===== src/rtl/event_marker_decode_pkg.sv =====
// Shared constants and lock-state encoding for the EVR event marker decoder.
package event_marker_decode_pkg;

  localparam logic [7:0] HEARTBEAT_CODE_DEFAULT = 8'h7A;
  localparam logic [7:0] PPS_CODE_DEFAULT       = 8'h7D;
  localparam int         INTERVAL_WIDTH_DEFAULT = 28;

  typedef enum logic [1:0] {
    UNLOCKED = 2'd0,
    ARMED    = 2'd1,
    LOCKED   = 2'd2
  } lockState_t;

endpackage


===== src/rtl/event_marker_decode_marker_stretch.sv =====
// Stretches a single-cycle marker event to MARKER_WIDTH cycles.
// A new event while the marker is still high is ignored, so the pulse is never extended.
module marker_stretch
  import event_marker_decode_pkg::*;
#(
  parameter int MARKER_WIDTH = 4
) (
  input  logic clk,
  input  logic resetN,
  input  logic trigger,
  output logic marker
);

  localparam logic [3:0] WIDTH_LOAD = 4'(MARKER_WIDTH);

  logic [3:0] remaining;

  // Down-counter: load on an event only while idle, otherwise count down to zero.
  always_ff @(posedge clk or negedge resetN) begin
    if (!resetN) begin
      remaining <= '0;
    end else if (trigger && (remaining == '0)) begin
      remaining <= WIDTH_LOAD;
    end else if (remaining != '0) begin
      remaining <= remaining - 4'd1;
    end
  end

  assign marker = (remaining != '0);

endmodule


===== src/rtl/event_marker_decode.sv =====
// EVR event-code decoder: heartbeat/PPS markers, heartbeat period measurement,
// heartbeat lock tracking and wrap-around event counters.
//
// Lock FSM states:
//   state    | meaning
//   UNLOCKED | no reference heartbeat, or timed out, or lock tracking disabled
//   ARMED    | reference heartbeat seen, counting consecutive matching intervals
//   LOCKED   | LOCK_COUNT consecutive intervals matched expectedInterval
module event_marker_decode
  import event_marker_decode_pkg::*;
#(
  parameter logic [7:0] HEARTBEAT_CODE = HEARTBEAT_CODE_DEFAULT,
  parameter logic [7:0] PPS_CODE       = PPS_CODE_DEFAULT,
  parameter int         MARKER_WIDTH   = 4,
  parameter int         INTERVAL_WIDTH = INTERVAL_WIDTH_DEFAULT,
  parameter int         LOCK_COUNT     = 3,
  parameter string      DEBUG          = "false"
) (
  input  logic                      clk,
  input  logic                      resetN,
  input  logic [7:0]                evCode,
  input  logic                      evCodeValid,
  input  logic [INTERVAL_WIDTH-1:0] expectedInterval,
  output logic                      heartbeatMarker,
  output logic                      pulsePerSecondMarker,
  output logic [INTERVAL_WIDTH-1:0] heartbeatInterval,
  output logic                      heartbeatIntervalStrobe,
  output logic                      heartbeatLocked,
  output logic [15:0]               heartbeatCount,
  output logic [15:0]               ppsCount
);

  localparam logic [INTERVAL_WIDTH-1:0] INTERVAL_MAX = '1;
  localparam logic [INTERVAL_WIDTH-1:0] INTERVAL_ONE = INTERVAL_WIDTH'(1);
  localparam logic [2:0]                LOCK_TARGET  = 3'(LOCK_COUNT);

  logic hbEvent;
  logic ppsEvent;

  logic [INTERVAL_WIDTH-1:0] intervalCnt;
  logic                      hbSeen;

  lockState_t state, nextState;
  logic [2:0] matchCount, nextMatchCount;

  logic intervalMatch;
  logic intervalTimeout;
  logic lockDisabled;

  assign hbEvent  = evCodeValid && (evCode == HEARTBEAT_CODE);
  assign ppsEvent = evCodeValid && (evCode == PPS_CODE);

  marker_stretch #(.MARKER_WIDTH(MARKER_WIDTH)) uHeartbeatStretch (
    .clk     (clk),
    .resetN  (resetN),
    .trigger (hbEvent),
    .marker  (heartbeatMarker)
  );

  marker_stretch #(.MARKER_WIDTH(MARKER_WIDTH)) uPpsStretch (
    .clk     (clk),
    .resetN  (resetN),
    .trigger (ppsEvent),
    .marker  (pulsePerSecondMarker)
  );

  // Wrap-around event counters for status readback.
  always_ff @(posedge clk or negedge resetN) begin
    if (!resetN) begin
      heartbeatCount <= '0;
      ppsCount       <= '0;
    end else begin
      if (hbEvent)  heartbeatCount <= heartbeatCount + 16'd1;
      if (ppsEvent) ppsCount       <= ppsCount + 16'd1;
    end
  end

  // Cycles since the last heartbeat; reloads to 1 so heartbeats at t0,t1 read t1-t0.
  always_ff @(posedge clk or negedge resetN) begin
    if (!resetN) begin
      intervalCnt <= '0;
    end else if (hbEvent) begin
      intervalCnt <= INTERVAL_ONE;
    end else if (intervalCnt != INTERVAL_MAX) begin
      intervalCnt <= intervalCnt + INTERVAL_ONE;
    end
  end

  // Latch the measured period; the first heartbeat only establishes the reference.
  always_ff @(posedge clk or negedge resetN) begin
    if (!resetN) begin
      hbSeen                  <= 1'b0;
      heartbeatInterval       <= '0;
      heartbeatIntervalStrobe <= 1'b0;
    end else begin
      heartbeatIntervalStrobe <= hbEvent && hbSeen;
      if (hbEvent) begin
        hbSeen <= 1'b1;
        if (hbSeen) heartbeatInterval <= intervalCnt;
      end
    end
  end

  assign intervalMatch   = (intervalCnt == expectedInterval);
  assign intervalTimeout = (intervalCnt > expectedInterval);
  assign lockDisabled    = (expectedInterval == '0);

  // Lock FSM state register.
  always_ff @(posedge clk or negedge resetN) begin
    if (!resetN) begin
      state      <= UNLOCKED;
      matchCount <= '0;
    end else begin
      state      <= nextState;
      matchCount <= nextMatchCount;
    end
  end

  // Lock FSM next state; a heartbeat takes priority over a same-cycle timeout.
  always_comb begin
    nextState      = state;
    nextMatchCount = matchCount;
    if (lockDisabled) begin
      nextState      = UNLOCKED;
      nextMatchCount = '0;
    end else if (hbEvent) begin
      case (state)
        UNLOCKED: begin
          nextState      = ARMED;
          nextMatchCount = '0;
        end
        ARMED: begin
          if (intervalMatch) begin
            if ((matchCount + 3'd1) == LOCK_TARGET) begin
              nextState      = LOCKED;
              nextMatchCount = '0;
            end else begin
              nextMatchCount = matchCount + 3'd1;
            end
          end else begin
            nextMatchCount = '0;
          end
        end
        LOCKED: begin
          if (!intervalMatch) begin
            nextState      = ARMED;
            nextMatchCount = '0;
          end
        end
        default: begin
          nextState      = UNLOCKED;
          nextMatchCount = '0;
        end
      endcase
    end else if ((state != UNLOCKED) && intervalTimeout) begin
      nextState      = UNLOCKED;
      nextMatchCount = '0;
    end
  end

  assign heartbeatLocked = (state == LOCKED);

  // Optional debug visibility of the lock FSM for on-chip logic analysers.
  if (DEBUG == "true") begin : gDebug
    (* mark_debug = "true" *) logic [1:0] debugState;
    (* mark_debug = "true" *) logic [2:0] debugMatchCount;
    assign debugState      = state;
    assign debugMatchCount = matchCount;
  end

endmodule


===== config.mk =====
export PLATFORM = sky130hd
export DESIGN_NAME = event_marker_decode
export DESIGN_NICKNAME = d
export VERILOG_FILES = /design/src/rtl/event_marker_decode_pkg.sv /design/src/rtl/event_marker_decode_marker_stretch.sv /design/src/rtl/event_marker_decode.sv
export SDC_FILE = /design/constraint.sdc
export NUM_CORES = 1
export LEC_CHECK = 0
export BUFFER_PORTS_ARGS = -buffer_cell sky130_fd_sc_hd__buf_2
export CAP_MARGIN = 25
export CORE_ASPECT_RATIO = 0.8
export CORE_MARGIN = 5
export CORE_UTILIZATION = 55
export DETAILED_ROUTE_END_ITERATION = 7
export GPL_TIMING_DRIVEN = 0
export PLACE_DENSITY = 0.79
export SLEW_MARGIN = 20
export SYNTH_ARGS = -nofsm -noshare
export SYNTH_HDL_FRONTEND = slang
export SYNTH_HIERARCHICAL = 1
export SYNTH_SLANG_ARGS = --single-unit

===== constraint.sdc =====
create_clock -name clk -period 3.3 [get_ports clk]
set_input_delay 0 -clock clk [delete_from_list [all_inputs] [get_ports clk]]
set_output_delay 0 -clock clk [all_outputs]
set_load 0.005 [all_outputs]

# Word-level counts from Yosys, hierarchy flattened
# Index checks and enable logic that the tools add are counted.
totals:
  register_bits: 103
  output_inout_bits: 64
  word_cells: 67
classes:
  n_addsub: 6
  order_cmp: 1
  n_eq_ne: 10
  muxes: 20
  n_reduce_logical: 20
ops:
  columns: ["cell", "count"]
  rows:
  - ["$mux 28", 2]
  - ["$add 16x1->16 const B", 2]
  - ["$add 28x1->28 const B", 1]
  - ["$eq 28x28->1", 1]
  - ["$gt 28x28->1", 1]
  - ["$logic_not 28->1", 1]
  - ["$ne 28x28->1 const B", 1]
  - ["$mux 3", 6]
  - ["$eq 8x7->1 const B", 2]
  - ["$mux 4", 4]
  - ["$mux 2", 6]
  - ["$logic_not 4->1", 2]
  - ["$ne 4x4->1 const B", 2]
  - ["$reduce_bool 2->1", 4]
  - ["$reduce_bool 4->1", 2]
  - ["$sub 4x1->4 const B", 2]
  - ["$logic_and 1x1->1", 6]
  - ["$pmux 2 s3", 1]
  - ["$pmux 3 s2", 1]
  - ["$ne 4x3->1 const B", 1]
  - ["$reduce_and 2->1", 2]
  - ["$reduce_and 4->1", 1]
  - ["$add 3x1->3 const B", 1]
  - ["$eq 3x2->1 const B", 1]
  - ["4 further kinds", 4]

# Longest topological paths before layout
depth:
  depth_word: 7
  mapped_depth: 8

# Hierarchy
# The synthesis kept the hierarchy.
by_module_without_submodules:
  columns: ["mod", "n_inst", "cells_per_inst", "area_each_um2", "seq_area_each_um2"]
  rows:
  - ["event_marker_decode", 1, 475, 4962.3, 2377.3]
  - ["marker_stretch", 2, 22, 237.7, 100.1]

# Worst setup path after synthesis
# No wires, ideal clock.
synth_path:
  kind: "register -> register"
  from: "reg intervalCnt[6]"
  to: "reg intervalCnt[23]"
  t_arrival_ns: 1.961
  required_ns: 3.165
  slack_ns: 1.205
  stages_incl_launch_ff: 9
  synth_period_minus_slack_ns: 2.095
  cell_sequence: "dfrtp_1 -> nand3_2 -> or3_4 -> or4_4 -> buf_6 -> buf_8 -> nand3_1 -> xor2_1 -> nor2_1"
synth_between:
  elab_chain_cells: 3
  elab_cells_between_ends: 5
  classes_between: "add/sub (1); eq/ne (1); mux (2); reduce/logical (1)"
synth_rtl:
  columns: ["element", "line_no", "source"]
  rows:
  - ["start, declared", "event_marker_decode.sv:40", "logic [INTERVAL_WIDTH-1:0] intervalCnt;"]
  - ["start signal, assigned", "event_marker_decode.sv:85", "intervalCnt <= intervalCnt + INTERVAL_ONE;"]
  - ["$add 28x1->28", "event_marker_decode.sv:85", null]
  - ["$mux 28", "event_marker_decode.sv:84", "end else if (intervalCnt != INTERVAL_MAX) begin"]
  - ["$mux 28", "event_marker_decode.sv:82", "end else if (hbEvent) begin"]
# Several ways; a longest one is shown, not always the timed one. The select of a mux whose other input is x is not followed.
# A chain may end at the register's enable or synchronous reset.

# Worst setup path after layout
layout_path:
  from: "reg intervalCnt[19]"
  to: "reg state[1]"
layout_between:
  elab_chain_cells: 4
  elab_cells_between_ends: 7
  classes_between: "order compare (1); eq/ne (3); reduce/logical (3)"
layout_rtl:
  columns: ["element", "line_no", "source"]
  rows:
  - ["$gt 28x28->1", "event_marker_decode.sv:105", "assign intervalTimeout = (intervalCnt > expectedInterval);"]
  - ["$logic_and 1x1->1", "event_marker_decode.sv:155", "end else if ((state != UNLOCKED) && intervalTimeout) begin"]
  - ["$reduce_bool 3->1 (no source line)", null, null]
  - ["$reduce_and 4->1 (no source line) (*)", null, null]
  - ["end signal, assigned", "event_marker_decode.sv:114", "state <= nextState;"]
  - ["end, declared", "event_marker_decode.sv:43", "lockState_t state, nextState;"]
# Every way passes the cells marked *; elsewhere a longest branch is shown, timed or not.

==> flow_summary.ini <==
[setup_path]
crit_chain = ha_1 > a21oi_1 > o21ai_0 > a2111o_1 > a2111oi_0 > a21oi_1 > o21ai_0
worst_setup_path_start_kind = register
critPathLaunch = intervalCnt[19]
cp.required_ps = 3560
reg2reg_to = state[1]
cp_slowest_stage_delay_ps = 470
r2r_setup_slack_ps = 660
cp.arrival_ps = 2900
crit_fanout = 5
reg2reg_depth = 7
timing.rr.start = intervalCnt[19]
cp-endpoint = state[1]
crit_buf_inv = 0
slowest_stage = a2111o_1
critical_path_depth = 7
cp-end-kind = register
critPathTopFamily = compound AO/OA/AOI/OAI gates
crit_type = reg2reg

[layout]
layout_common_cells = dfrtp_1 (103), buf_2 (102), inv_1 (45)
layout_commonest_cell = dfrtp_1
layout.nets = 710
drive_gt1_share_pct = 25.7
diodes = 0
syn2layout_area_growth_pct = 18.6

[cts]
cts_resized = 0
cts_buffers = 9
hold_buffers = 1
cts_sinks = 103
cts_tree = yes
clk_latency_ps = 350
post_cts_buffers = 0
clkTransAtPathRegs_ps = 70
root_buffer = clkbuf_16
cts_buffer_depth = 2
htreeDepth = 3

[status]
status = finished, final reports clean

[timing]
rsz0062_at_grt = no
min_period_over_period_pct = 80.1
tns_ps = 0
fin_skew_ps = 7.44
slew-limit-headroom_pct = 51.5
fmax_mhz = 378
tightest_slew_ps = 722
slew_violations = 0
hold_violations = 0
finalSetupViolCount = 0
min_period_ps = 2640
worst_slack_ps = 655

[power]
power_density_nw_per_um2 = 483
switching_share_pct = 29.2
p_sw_uw = 908
p_comb_share_pct = 17.0
clkPwrFrac_pct = 33.4
irDropWorstVdd_uv = 255
p_int_uw = 2200
p_leak_uw = 0.00331
seqPwrFrac_pct = 49.6

[global_routing]
grt_start_max_net_pins = 64
track_usage_pct = 22.2
grt_pass1_vias = 4362
grt_pass1_wl_um = 21200
overflow = 0
grt_antenna_before_repair = 0

[routing]
viasPerCell = 5.55
totalWireLength_um = 12800
num_vias = 4294
ant_nets = 0
wl_per_cell_um = 16.5
drt_iter0_drc = 315
drc = 0
firstDrtPassIters = 5

[place]
dp_slack_ps = 766
dp_hpwl_um = 9680
numPortBuffers = 102
gp_congestion = 0.905

[floorplan]
placementRows = 32
core_region_area_um2 = 9650
die_x_um = 121
die_y_um = 98.9
start_util_pct = 56.4
die-area_um2 = 12000
io-pin-count = 103

[logic_synthesis]
yosys-top-cells-area = dfrtp_1 (47%), ha_1 (8.5%), mux2_2 (6.2%), xnor2_1 (4.8%), xor2_1 (3.4%)
synth_cells = 519
synth.largest_area_cell = dfrtp_1
synth_edf_count = 0
synth_area_um2 = 5440
synth_ff_type = dfrtp_1
synthArstFlopShare_pct = 100
synth_cell_types = 53
synth_top_area_share_pct = 47.4
ys_seq_area_share_pct = 47.4
syn-mean-instance-area_um2 = 10.5
synth_seq_cells = 103
postSynthNetCount = 595
yosys_warnings = 6

[run]
max_cap_viol_count = 0

[hold_path]
min_path_type = in2reg
==> power groups by stage <==
stage	clock network (uW)	registers (uW)	logic, uW
after global placement	0	1550	479
after global routing	1120	1560	608
final	1040	1540	530
after CTS	1060	1540	533
after detailed placement	0	1560	525
after floorplan	0	1510	371
==> metrics by stage <==
| step | std cells | utilization [%] | instance area, um2 | hold WS (ps) | total power [uW] |
|---|---|---|---|---|---|
| after floorplan | 519 | - | 5440 | -296 | 1880 |
| after global placement | 757 | 63.4 | 6120 | 341 | 2030 |
| after detailed placement | 758 | 63.8 | 6150 | -59.2 | 2080 |
| after CTS | 774 | 66.8 | 6450 | 1.90 | 3130 |
| after global routing | 774 | 66.8 | 6450 | 18.0 | 3290 |
| final | 774 | 66.8 | 6450 | 9.40 | 3110 |
==> registers in the layout, indices dropped and copies added (netlist names) <==
name	cells
uHeartbeatStretch/remaining	4
hbSeen	1
matchCount	3
intervalCnt	28
heartbeatInterval	28
ppsCount	16
heartbeatCount	16
heartbeatIntervalStrobe	1
uPpsStretch/remaining	4
state	2
==> routing by layer <==
layer | vias to the layer above | global-route usage, % | wire [um]
met5 | - | 0 | 0
met4 | 0 | 7.32 | 282
met3 | 24 | 5.79 | 861
met2 | 148 | 34.5 | 5900
met1 | 2080 | 30.6 | 5710
li1 | 2042 | - | -
==> Yosys cell counts, types with 2 or more instances <==
cell and count:
nand4b_1 2, nor4_1 9, and2_1 3, and3_1 8, nand4_1 27, clkbuf_1 6
nor2_1 38, a21oi_1 17, nand3_1 26, xor2_1 21, o211ai_1 2, nand2b_1 8
or3_1 5, xnor2_1 30, o21ai_0 12, a221oi_1 2, o21ai_1 2, and4_1 2
nor3b_4 2, nand2_1 31, inv_1 45, buf_1 2, ha_1 37, mux2i_1 6
and2_2 2, nor3_1 11, a21o_1 2, nand3_2 2, a211oi_1 4, mux2_2 30
dfrtp_1 103
==> worst min-delay path by stage <==
stage,from,end,depth (start not counted)
CTS,evCode[1],uPpsStretch/remaining[2],4
global route,evCode[1],uPpsStretch/remaining[2],4
finish,evCode[1],uPpsStretch/remaining[2],4
detailed placement,resetN,heartbeatInterval[6],1
global placement,evCode[1],uPpsStretch/remaining[2],4
floorplan,resetN,hbSeen,0
==> area by class of cell <==
type	instances	area [um2]
tap	136	170
timing repair buffer	104	554
multi-input combinational	359	2630
clock inverter	6	61.3
buffer	11	61.3
fill	759	3200
sequential	103	2580
inverter	46	173
clock buffer	9	225
==> logic make-up (layout without fill, tap and decap cells) <==
kind of cell    after synthesis  after routing  synth area share (%)
simple gates                186            186                  18.7
compound gates               49             49                  5.55
flops                       103            103                  47.4
xor+xnor                     51             51                  8.21
buf+inv                      57            176                  4.30
mux                          36             36                  7.32
fa+ha+maj                    37             37                  8.51
==> worst reg2reg max path: cells and delay by family (launching register included) <==
| kind | cells | cell delay, ps |
|---|---|---|
| AOI/OAI and AO/OA | 6 | 1770 |
| DFF | 1 | 440 |
| adders and majority gates | 1 | 340 |
Power figures use the tool's default switching activity.
